==> src/rtl/aes_128_sched.sv <==
// Front-end controller for aes_128_top: round-key loading, two-way round-robin
// block issue with bounded in-flight tracking, and in-order result routing.
module aes_128_sched #(
  parameter int unsigned MAX_INFLIGHT = 16,
  parameter int unsigned ISSUE_GAP    = 1
) (
  input  logic         clk,
  input  logic         kill,
  input  logic         key_load_start,
  output logic [3:0]   key_rd_addr,
  input  logic [127:0] key_rd_data,
  output logic         key_valid,
  input  logic         req0_valid,
  input  logic [127:0] req0_data,
  output logic         req0_ready,
  input  logic         req1_valid,
  input  logic [127:0] req1_data,
  output logic         req1_ready,
  output logic         en_wr,
  output logic [127:0] key_round_wr,
  output logic         core_in_en,
  output logic [127:0] core_in_data,
  input  logic         core_out_en,
  input  logic [127:0] core_out_data,
  output logic         rsp_valid,
  output logic         rsp_id,
  output logic [127:0] rsp_data,
  output logic         busy,
  output logic         err_pulse
);

  localparam int unsigned AW = $clog2(MAX_INFLIGHT);
  localparam int unsigned CW = AW + 1;
  localparam int unsigned GW = (ISSUE_GAP > 1) ? $clog2(ISSUE_GAP) : 1;
  localparam logic [3:0] LAST_ADDR = 4'd10;
  localparam logic [3:0] LAST_STEP = 4'd11;

  typedef enum logic [1:0] {NOKEY, LOAD, RUN, DRAIN} state_t;

  state_t                  state, state_next;
  logic [3:0]              step;
  logic [CW-1:0]           inflight;
  logic [AW-1:0]           wr_ptr, rd_ptr;
  logic [MAX_INFLIGHT-1:0] tags;
  logic                    last_id;
  logic [GW-1:0]           gap;
  logic                    eligible, grant0, grant1, xfer, pop;

  assign eligible = ~kill && (state == RUN) && (inflight < CW'(MAX_INFLIGHT)) && (gap == '0);
  // On a tie the requester that did not win last time is granted.
  assign grant0 = eligible && req0_valid && (!req1_valid || last_id);
  assign grant1 = eligible && req1_valid && (!req0_valid || !last_id);
  assign xfer   = grant0 | grant1;
  assign pop    = core_out_en && (inflight != '0);

  assign req0_ready   = grant0;
  assign req1_ready   = grant1;
  assign key_rd_addr  = (!kill && state == LOAD && step <= LAST_ADDR) ? step : 4'd0;
  assign en_wr        = !kill && (state == LOAD) && (step != 4'd0);
  assign key_round_wr = en_wr ? key_rd_data : '0;
  assign key_valid    = !kill && (state == RUN || state == DRAIN);
  assign busy         = !kill && (state != RUN || inflight != '0);

  always_ff @(posedge clk) begin
    if (kill) state <= NOKEY;
    else      state <= state_next;
  end

  // A transfer in the same cycle as the reload request still has to drain.
  always_comb begin
    state_next = state;
    case (state)
      NOKEY: if (key_load_start) state_next = LOAD;
      LOAD:  if (step == LAST_STEP) state_next = RUN;
      RUN:   if (key_load_start) state_next = (inflight != '0 || xfer) ? DRAIN : LOAD;
      DRAIN: if (inflight == '0) state_next = LOAD;
      default: state_next = NOKEY;
    endcase
  end

  always_ff @(posedge clk) begin
    if (kill || state != LOAD || state_next != LOAD) step <= 4'd0;
    else                                             step <= step + 4'd1;
  end

  always_ff @(posedge clk) begin
    if (xfer) tags[wr_ptr] <= grant1;
  end

  always_ff @(posedge clk) begin
    if (kill) begin
      inflight     <= '0;
      wr_ptr       <= '0;
      rd_ptr       <= '0;
      last_id      <= 1'b1;
      gap          <= '0;
      core_in_en   <= 1'b0;
      core_in_data <= '0;
      rsp_valid    <= 1'b0;
      rsp_id       <= 1'b0;
      rsp_data     <= '0;
      err_pulse    <= 1'b0;
    end else begin
      core_in_en <= xfer;
      if (xfer) begin
        core_in_data <= grant1 ? req1_data : req0_data;
        wr_ptr       <= wr_ptr + 1'b1;
        last_id      <= grant1;
        gap          <= GW'(ISSUE_GAP - 1);
      end else if (gap != '0) begin
        gap <= gap - 1'b1;
      end
      if (pop) begin
        rd_ptr   <= rd_ptr + 1'b1;
        rsp_id   <= tags[rd_ptr];
        rsp_data <= core_out_data;
      end
      inflight  <= inflight + CW'(xfer) - CW'(pop);
      rsp_valid <= pop;
      err_pulse <= core_out_en && !pop;
    end
  end

endmodule

==> config.mk <==
export PLATFORM = sky130hd
export DESIGN_NAME = aes_128_sched
export DESIGN_NICKNAME = d
export VERILOG_FILES = /design/src/rtl/aes_128_sched.sv
export SDC_FILE = /design/constraint.sdc
export NUM_CORES = 1
export LEC_CHECK = 0
export ABC_CLOCK_PERIOD_IN_PS = 7410
export CAP_MARGIN = 0
export CORE_AREA = 8 8 348 350
export DETAILED_ROUTE_END_ITERATION = 10
export DIE_AREA = 0 0 356 358
export GPL_ROUTABILITY_DRIVEN = 0
export PLACE_DENSITY_LB_ADDON = 0.12
export SYNTH_ARGS = -nofsm -noshare
export SYNTH_HDL_FRONTEND = slang
export SYNTH_SLANG_ARGS = --single-unit
==> constraint.sdc <==
create_clock -name clk -period 7.41 [get_ports clk]
set_input_delay 1.482 -clock clk [delete_from_list [all_inputs] [get_ports clk]]
set_output_delay 1.482 -clock clk [all_outputs]
set_load 0.03 [all_outputs]
======== Word level (Yosys, flattened, before mapping) ========
Index checks and enable logic that the tools add are counted.
operators by class
  $lt $le $gt $ge ......................... 5
  bitwise operators ....................... 3
  eq/ne operators ......................... 7
  add/subtract/negate cells ............... 6
  muxes and demuxes ....................... 14
  reduce and logical (&&, ||, !) cells .... 32
operator list
  kind                                                                number
  2-to-1 mux 128 bit                                                  2
  bitwise mux 16 bit                                                  1
  logical AND 1 bit                                                   15
  adder 4 x 1 -> 4 bit (second input constant)                        3
  < comparator 4 x 5 -> 1 bit (second input constant)                 2
  2-to-1 mux 2 bit                                                    5
  one-hot mux 2 bit (4 select lines)                                  1
  logical OR 1 bit                                                    7
  adder 5 x 1 -> 5 bit                                                1
  logical NOT 1 bit                                                   5
  logical NOT 5 bit                                                   1
  < comparator 5 bit (second input constant)                          1
  nonzero test 5 bit                                                  1
  subtractor 5 x 1 -> 5 bit                                           1
  binary-select mux 1 bit (select 4 bit)                              1
  demux 1 bit (select 4 bit)                                          1
  equality test 2 bit (second input constant)                         2
  equality test 4 bit (second input constant)                         1
  greater-or-equal comparator 4 x 1 -> 1 bit (second input constant)  1
  <= comparator 4 bit (second input constant)                         1
  2-to-1 mux 4 bit                                                    1
  != test 2 x 1 -> 1 bit (second input constant)                      2
  nonzero test 4 bit                                                  1
  OR reduction 3 bit                                                  1
  7 further kinds                                                     9
storage, ports and cells
  bits in registers ....................... 297
  logic and storage cells ................. 81
  output and inout port bits .............. 397
  bits of input ports ..................... 518

======== Longest topological paths before layout ========
Gate-level depths: netlist of run 1.
  depth in word-level cells ............... 13
  gate-level depth with buffers ........... 14
  depth with buffers taken out ............ 13

======== Least setup slack after synthesis of run 1 ========
Ideal clock, no wire load.
  kind .................................... input to output
  start point ............................. in kill
  end point ............................... out req0_ready
  path buffers ............................ 0
  data arrival time ....................... 3.683 ns
  cell stages on the path ................. 2
  path slack .............................. 2.245 ns
  cells stage by stage .................... or4b_4 a2111oi_0
on the way
  longest elaborated chain between the ends .. 6
RTL lines
  item                             line  source
  from (decl)                      8     input logic kill,
  inverter 1 bit                   49    assign eligible = ~kill && (state == RUN) && (inflight < CW'(MAX_INFLIGHT)) && (gap == '0);
  logical AND 1 bit (3 in series)  49
  logical AND 1 bit (2 in series)  51    assign grant0 = eligible && req0_valid && (!req1_valid || last_id);
  to (decl)                        15    output logic req0_ready,
No other way between the ends.

======== Worst setup path in the final report of run 1 ========
  start point ............................. in kill
  end point ............................... out key_round_wr[69]
on the way
  longest elaborated chain between the ends .. 4
RTL lines
  item                             line  source
  logical NOT 1 bit                59    assign en_wr = !kill && (state == LOAD) && (step != 4'd0);
  logical AND 1 bit (2 in series)  59
  2-to-1 mux 128 bit               60    assign key_round_wr = en_wr ? key_rd_data : '0;
  to (decl)                        20    output logic [127:0] key_round_wr,
No other way between the ends.

==> impl_metrics.toml, run 1 <==
[cts]
cts_buffers = 41
cts_tree = "done"
post_cts_resized = 0
clock_latency_ps = 580
cts.clk_slew.worst_paths_ps = 50
clockBufferDepth = 3
cts_max_level = 2
clockRootBuffer = "clkbuf_16"
postCtsSetupRepairBufs = 0
postCtsHoldBufs = 0
cts_num_sinks = 297

[synth]
syn_nets = 1988
postSynthRegisterBits = 297
ys.flop_type = "dfxtp_1"
synth-edff-count = 16
synthesis.area_um2 = 12600
yosys_warnings = 0
yosysSeqAreaShare_pct = 48.6
synth_top_cell_by_area = "dfxtp_1"
synthArstFlopShare_pct = 0
syn_avg_cell_area_um2 = 8.63
synth_area_leaders = "dfxtp_1 (45%), mux2i_1 (10%), nand2_1 (7.9%), and2_1 (6.4%), a21oi_1 (5.3%)"
yosys.area.top_type_share_pct = 44.8
syn-instance-count = 1455
synth.distinct_cells = 43

[routing]
wl_per_cell_um = 19.7
wl_met1_um = 28800
route.detailed.drc = 0
postRouteAntennaNets = 0
drt-pass1-iter-count = 4
viasPerCell = 3.44
vias = 13324
wl_um = 76500
drtIter0Drc = 556
top_layer_used = "met5"
wl_met2_um = 37500
wl_met3_um = 8670

[critical_path]
critPathMaxFanout = 129
r2r-start = "inflight[3]"
max_stage_delay_ps = 740
critPathBufInv = 3
worstSetupStartpointType = "input pin"
crit_type = "in -> out"
crit_path_top_delay_cell = "buf_4"
crit_family = "buffers and inverters"
cp.required_ps = 5930
cp-startpoint = "kill"
cp_cell_sequence = "buf_6, or3_1, a31oi_4, buf_4, and2_1, clkdlybuf4s50_1"
end_kind = "output port"
crit_arrival_ps = 4070

[global_route]
grt_antenna_before_repair = 23
track_usage_pct = 11.2
grt_pass1_wl_um = 105000
grt_overflow_total = 0
grt_max_degree = 130
grt_pass1_vias = 13932

[min_path]
hold_path_class = "reg -> reg"
worstHoldStart = "rsp_data[103]"

[timing]
finalSetupViolations = 0
clock_skew_ps = 22.6
fin_ws_ps = 1860
min_period_ps = 5550
worstMarginPinSlew_ps = 1040
relSlewSlack_pct = 30.3
finalHoldViolations = 0
tns_ps = 0
holdWs_ps = 452
slew_violations = 0
rsz0062_at_grt = "no"
fmax_mhz = 180
fin_crit_sh_pct = 75.0

[die]
die_x_um = 356
fp.coreArea_um2 = 115000
num_rows = 125
dieArea_um2 = 127000
die_y_um = 358
start_util_pct = 10.9
num_io_pins = 915

[placement]
hpwlAfterDp_um = 61200
io_buffers = 914
post_dp_cell_area_um2 = 23300
dpl_worst_slack_ps = 1770

[power]
power_mw = 5.40
power_density_nw_per_um2 = 220
ir_drop_mv = 0.123
p_leak_nw = 9.44

[cells_and_area]
multi_input_area_um2 = 5950
final_nets = 2841
regArea_um2 = 6110
mostFrequentLayoutCell = "clkdlybuf4s50_1"
fin_area_um2 = 24600
final_cell_mix = "clkdlybuf4s50_1 (913), dfxtp_1 (281), nand2_1 (264)"
syn2layout_area_growth_pct = 95.9
drive_gt1_share_pct = 3.63
fill_cells = 12647

[outcome]
outcome = "completed"

[job]
drv_cap = 0
[worst min-delay path, stage by stage (launching register included)]
cell and delay [ps]:
dfxtp_1 300, nand2_1 50, a21oi_1 50
[worst paths after layout]
kind / slack [ps] / cells past startpoint / endpoint
max: 1860 / 6 / key_round_wr[69]
max reg2reg: 3330 / 13 / inflight[4]
min reg2reg: 450 / 2 / rsp_data[103]
min: 450 / 2 / rsp_data[103]
[sequential cells by signal, indices dropped and copies added, names as in the netlist]
name          cells
rsp_data        128
rsp_id            1
err_pulse         1
inflight          5
step              4
state             2
core_in_en        1
tags             16
gap               1
core_in_data    128
last_id           1
wr_ptr            4
rd_ptr            4
rsp_valid         1
[where the power goes]
group          internal (mW)  switching (mW)
logic                  0.688           0.895
clock network           1.15           0.789
registers               1.78           0.101
total                   3.61            1.79
[cell families (layout without fill, tap and decap cells)]
family / Yosys count / in the layout / synth area share (%)
and+or+nand+nor: 585 / 585 / 22.5
DFF: 297 / 297 / 48.6
AOI/OAI and AO/OA: 278 / 278 / 11.3
buffers and inverters: 136 / 1020 / 4.33
muxes: 134 / 134 / 11.0
adders and majority gates: 15 / 15 / 1.55
xor gates and xnor gates: 9 / 9 / 0.628
other: 1 / 14 / 0.0299
[cell usage after synthesis (2+ instances only)]
cell type and number:
a21oi_1 134, buf_2 21, buf_1 13, a31oi_1 5, mux2i_1 130, o21ai_0 132, nor3_1 4, inv_1 18
edfxtp_1 16, xor2_1 3, ha_1 14, or3_1 3, and3_1 14, dfxtp_1 281, a21o_1 2, clkbuf_1 81
nor2b_1 7, xnor2_1 6, inv_2 2, nand3_1 123, mux4_2 3, nand3b_1 11, nor2_1 20, and2_1 129
nand2_1 265
[routing by layer]
metal | global-route usage (%) | vias to the layer above
met2 | 19.1 | 532
met4 | 2.99 | 8
li1 | - | 6651
met5 | 0 | -
met3 | 5.76 | 89
met1 | 12.1 | 6044
[area by class of cell]
type                       instances  share of cell area [%]
multi-input combinational       1022                    24.2
clock buffer                      59                    4.69
timing repair buffer             926                    37.6
sequential                       297                    24.8
tap                             1524                    7.75
antenna                           13                   0.132
inverter                          20                   0.346
clock inverter                    15                   0.534
[metrics by stage]
step                      util, %  instances
after floorplan                 -       1455
after global placement       20.2       3789
after detailed placement     20.2       3789
after CTS                    21.3       3863
after global routing         21.3       3867
final                        21.3       3876
No activity file was read; power rests on OpenSTA's default activity.
==> run 2: changes to the inputs <==
- ABC_CLOCK_PERIOD_IN_PS: 7410 -> 4900
- clock period: 7.41 -> 4.9 ns (I/O delays scaled with it)
==> run 2 against run 1 <==
Effect of this change:
- first-iteration DRC count up 2.0%
- critical path type is now reg -> out
- wire length barely moved
- power is 52% higher
- cell count about the same
- critical endpoint is now key_round_wr[61]
- clock-buffer cell count up 3
- clock skew down 5.1 ps
- non-clock buffer count rose by 4
- via count fell by 0.26%
- hold slack lost 0.86 ps
- highest routed layer unchanged
==> impl_metrics.toml, run 2 (synthesis results as in run 1) <==
[timing]
fmax_mhz = 237
worstMarginPinSlew_ps = 1050
relSlewSlack_pct = 30.0
finalSetupViolations = 0
tns_ps = 0
clock_skew_ps = 17.5
fin_crit_sh_pct = 86.1
slew_violations = 0
finalHoldViolations = 0
fin_ws_ps = 679
rsz0062_at_grt = "no"
min_period_ps = 4220

[die]
die_x_um = 356
die_y_um = 358
start_util_pct = 10.9
dieArea_um2 = 127000
num_io_pins = 915
num_rows = 125
fp.coreArea_um2 = 115000

[cells_and_area]
mostFrequentLayoutCell = "clkdlybuf4s50_1"
top_regs = "core_in_data: 128 flops, rsp_data: 128 flops, tags: 16 flops"
final_nets = 2844
syn2layout_area_growth_pct = 96.6
final_cell_mix = "clkdlybuf4s50_1 (911), dfxtp_1 (281), nand2_1 (264)"
final_core_util_pct = 21.4
drive_gt1_share_pct = 4.19

[critical_path]
max_stage_delay_ps = 690
crit_type = "reg -> out"
crit_path_top_delay_cell = "clkdlybuf4s50_1"
r2r_setup_slack_ps = 1490
cp_num_cells = 6
r2r-start = "state[1]"
cp_cell_sequence = "inv_1, or3_1, a31oi_4, buf_12, and2_1, clkdlybuf4s50_1"
crit_arrival_ps = 3240
end_kind = "output port"
ff2ff_path_depth = 11
timing.rr.end = "inflight[4]"
critPathBufInv = 3
worstSetupStartpointType = "flop"
crit_family = "buffers and inverters"
cp.required_ps = 3920
critPathMaxFanout = 129

[routing]
vias = 13290
viasPerCell = 3.43
wl_um = 76600
route.detailed.drc = 0
wl_per_cell_um = 19.8
drtIter0Drc = 567
postRouteAntennaNets = 0
drt-pass1-iter-count = 5

[cts]
clockBufferDepth = 3
cts_num_sinks = 297
cts.clk_slew.worst_paths_ps = 60
cts_buffers = 40
clock_latency_ps = 570
cts_tree = "done"
post_cts_resized = 0
clockRootBuffer = "clkbuf_16"
postCtsHoldBufs = 0
postCtsSetupRepairBufs = 0
cts_max_level = 2

[min_path]
worstHoldStart = "rsp_data[101]"
hold_path_class = "reg -> reg"
hold_end = "rsp_data[101]"
min_delay_path_depth = 2

[power]
ir_drop_mv = 0.176
power_density_nw_per_um2 = 333
power_mw = 8.21
p_leak_nw = 9.51

[placement]
dpl_worst_slack_ps = 867
io_buffers = 914
hpwlAfterDp_um = 61500

[outcome]
outcome = "completed"

[global_route]
grt_max_degree = 130
grt_overflow_total = 0
track_usage_pct = 11.1
grt_antenna_before_repair = 24
grt_pass1_wl_um = 104000
grt_pass1_vias = 13931

[job]
drv_cap = 0
-- run 2: through the flow --
step                      cells  hold slack [ps]  cell area (um2)
final                      3873              451            24700
after detailed placement   3793              446            23300
after global placement     3793              442            23300
after floorplan            1455              430            12600
after CTS                  3865              454            24700
after global routing       3868              470            24700
-- run 2: worst max-delay path by stage --
stage          startpoint                to  slack (ps)
2_1_floorplan        kill        req0_ready         740
3_3_place_gp         kill       inflight[4]         820
3_5_place_dp         kill  key_round_wr[27]         870
4_1_cts          state[0]  key_round_wr[86]         600
5_1_grt          state[0]  key_round_wr[73]         490
6_report         state[0]  key_round_wr[61]         680
-- run 2: layout make-up --
class	instances	area, um2
tap	1524	1910
antenna	8	20.0
fill	12713	90700
sequential	297	6110
multi-input combinational	1022	5950
clock buffer	62	1210
clock inverter	10	118
inverter	20	85.1
timing repair buffer	930	9290
-- run 2: worst min-delay path: cells and delay by family (launching register included) --
kind | cells | cell delay (ps)
AO/OA/AOI/OAI | 1 | 50
flip-flops | 1 | 300
AND/OR/NAND/NOR | 1 | 50
-- run 2: metal layers --
layer / global-route usage, % / vias up / part of all wire, %
li1: - / 6641 / -
met1: 12.1 / 6042 / 38
met2: 19.3 / 505 / 49
met3: 5.63 / 88 / 11
met4: 2.32 / 14 / 1.6
met5: 0 / - / 0.12
-- run 2: power by group --
part           internal (mW)  switching [mW]
registers               2.69           0.155
clock network           1.81            1.16
logic                   1.05            1.35
total                   5.54            2.67
==> run 3: changes to the inputs <==
- SETUP_SLACK_MARGIN: default -> 0.5
==> run 3 against run 2 <==
Effect of this change:
- global-route usage is the same
- setup slack gained 8.2 ps
- die area is the same
- largest power group unchanged
- highest routed layer unchanged
==> impl_metrics.toml, run 3 (synthesis results as in run 1) <==
[placement]
dp_cells = 3793
io_buffers = 914
dpl_worst_slack_ps = 867
hpwlAfterDp_um = 61500

[cts]
cts_max_level = 2
cts_num_sinks = 297
clock_latency_ps = 570
clockBufferDepth = 3
cts.clk_slew.worst_paths_ps = 60
clockRootBuffer = "clkbuf_16"
cts_tree = "done"
postCtsSetupRepairBufs = 0
cts_buffers = 40

[global_route]
grt_pass1_wl_um = 104000
grt_overflow_total = 0
track_usage_pct = 11.1
grt_max_degree = 130
grt_antenna_before_repair = 24
grt_pass1_vias = 13931

[power]
power_mw = 8.21
p_leak_nw = 9.51
power_density_nw_per_um2 = 333
ir_drop_mv = 0.176

[routing]
wl_per_cell_um = 19.8
route.detailed.drc = 0
wl_um = 76600
drt-pass1-iter-count = 4
vias = 13293
postRouteAntennaNets = 0
viasPerCell = 3.43
drtIter0Drc = 547

[timing]
finalSetupViolations = 0
rsz0062_at_grt = "no"
tns_ps = 0
relSlewSlack_pct = 30.3
fin_crit_sh_pct = 86.0
fin_ws_ps = 687
clock_skew_ps = 17.8
slew_violations = 0
worstMarginPinSlew_ps = 1050
finalHoldViolations = 0
fmax_mhz = 237
min_period_ps = 4210

[cells_and_area]
top_regs = "core_in_data: 128 flops, rsp_data: 128 flops, tags: 16 flops"
mostFrequentLayoutCell = "clkdlybuf4s50_1"
final_cell_mix = "clkdlybuf4s50_1 (911), dfxtp_1 (281), nand2_1 (264)"
final_cells = 3875
regArea_um2 = 6110
syn2layout_area_growth_pct = 96.7
drive_gt1_share_pct = 4.19
fill_cells = 12714
multi_input_area_um2 = 5950
final_nets = 2844

[die]
die_x_um = 356
num_io_pins = 915
fp.coreArea_um2 = 115000
start_util_pct = 10.9
num_rows = 125
die_y_um = 358
dieArea_um2 = 127000

[critical_path]
end_kind = "output port"
worstSetupStartpointType = "flop"
crit_arrival_ps = 3230
crit_type = "reg -> out"
cp.required_ps = 3920
critPathMaxFanout = 129

[min_path]
hold_path_class = "reg -> reg"

[outcome]
outcome = "completed"

[job]
drv_cap = 0
==> run 3: cell types whose count changed in the layout (fill, tap and decap cells not counted), sizes merged <==
cell / change
clkbuf: +1
diode: +2
buf: -1
==> run 3: where the power goes <==
part / internal, mW / switching (mW) / total, mW
logic: 1.05 / 1.35 / 2.40
registers: 2.69 / 0.155 / 2.84
clock network: 1.81 / 1.16 / 2.97
==> run 3: path summary, 6_finish.rpt <==
check	from	to	slack [ps]	depth (start not counted)
worst min-delay path	rsp_data[101]	rsp_data[101]	450	2
worst max register to register	state[1]	inflight[4]	1490	11
worst min register to register	rsp_data[101]	rsp_data[101]	450	2
worst max-delay path	state[0]	key_round_wr[61]	690	6
==> run 3: layout make-up <==
class                           count  share of cell area, %
Sequential cell                   297                   24.7
Clock buffer                       62                   4.91
Multi-Input combinational cell   1022                   24.1
Clock inverter                     10                  0.476
Antenna cell                       10                  0.101
Timing Repair Buffer              930                   37.6
Inverter                           20                  0.345
Tap cell                         1524                   7.72
==> run 3: repair_timing <==
item,in CTS,in global routing
hold buffers,0,0
endpoints found under the setup margin,0,2
endpoints found under the hold margin,0,0
gates resized for setup,0,1
==> run 3: through the flow <==
| stage | utilization [%] | area [um2] | hold slack, ps |
|---|---|---|---|
| 4_1_cts | 21.4 | 24700 | 454 |
| 3_5_place_dp | 20.2 | 23300 | 446 |
| 2_1_floorplan | - | 12600 | 430 |
| 3_3_place_gp | 20.2 | 23300 | 442 |
| 6_report | 21.4 | 24700 | 451 |
| 5_1_grt | 21.4 | 24700 | 470 |
==> run 3: critical path: stages (launching register included) <==
cell and delay [ps]:
dfxtp_1 500, inv_1 190, or3_1 480, a31oi_4 180, clkbuf_16 370, and2_1 200
clkdlybuf4s50_1 690
==> run 3: metal layers <==
layer  global-route usage [%]  up-vias  wire length [um]
met5                        0        -                93
met4                     2.32       14              1200
met3                     5.63       82              8130
met2                     19.3      501             37800
met1                     12.1     6053             29400
li1                         -     6643                 -
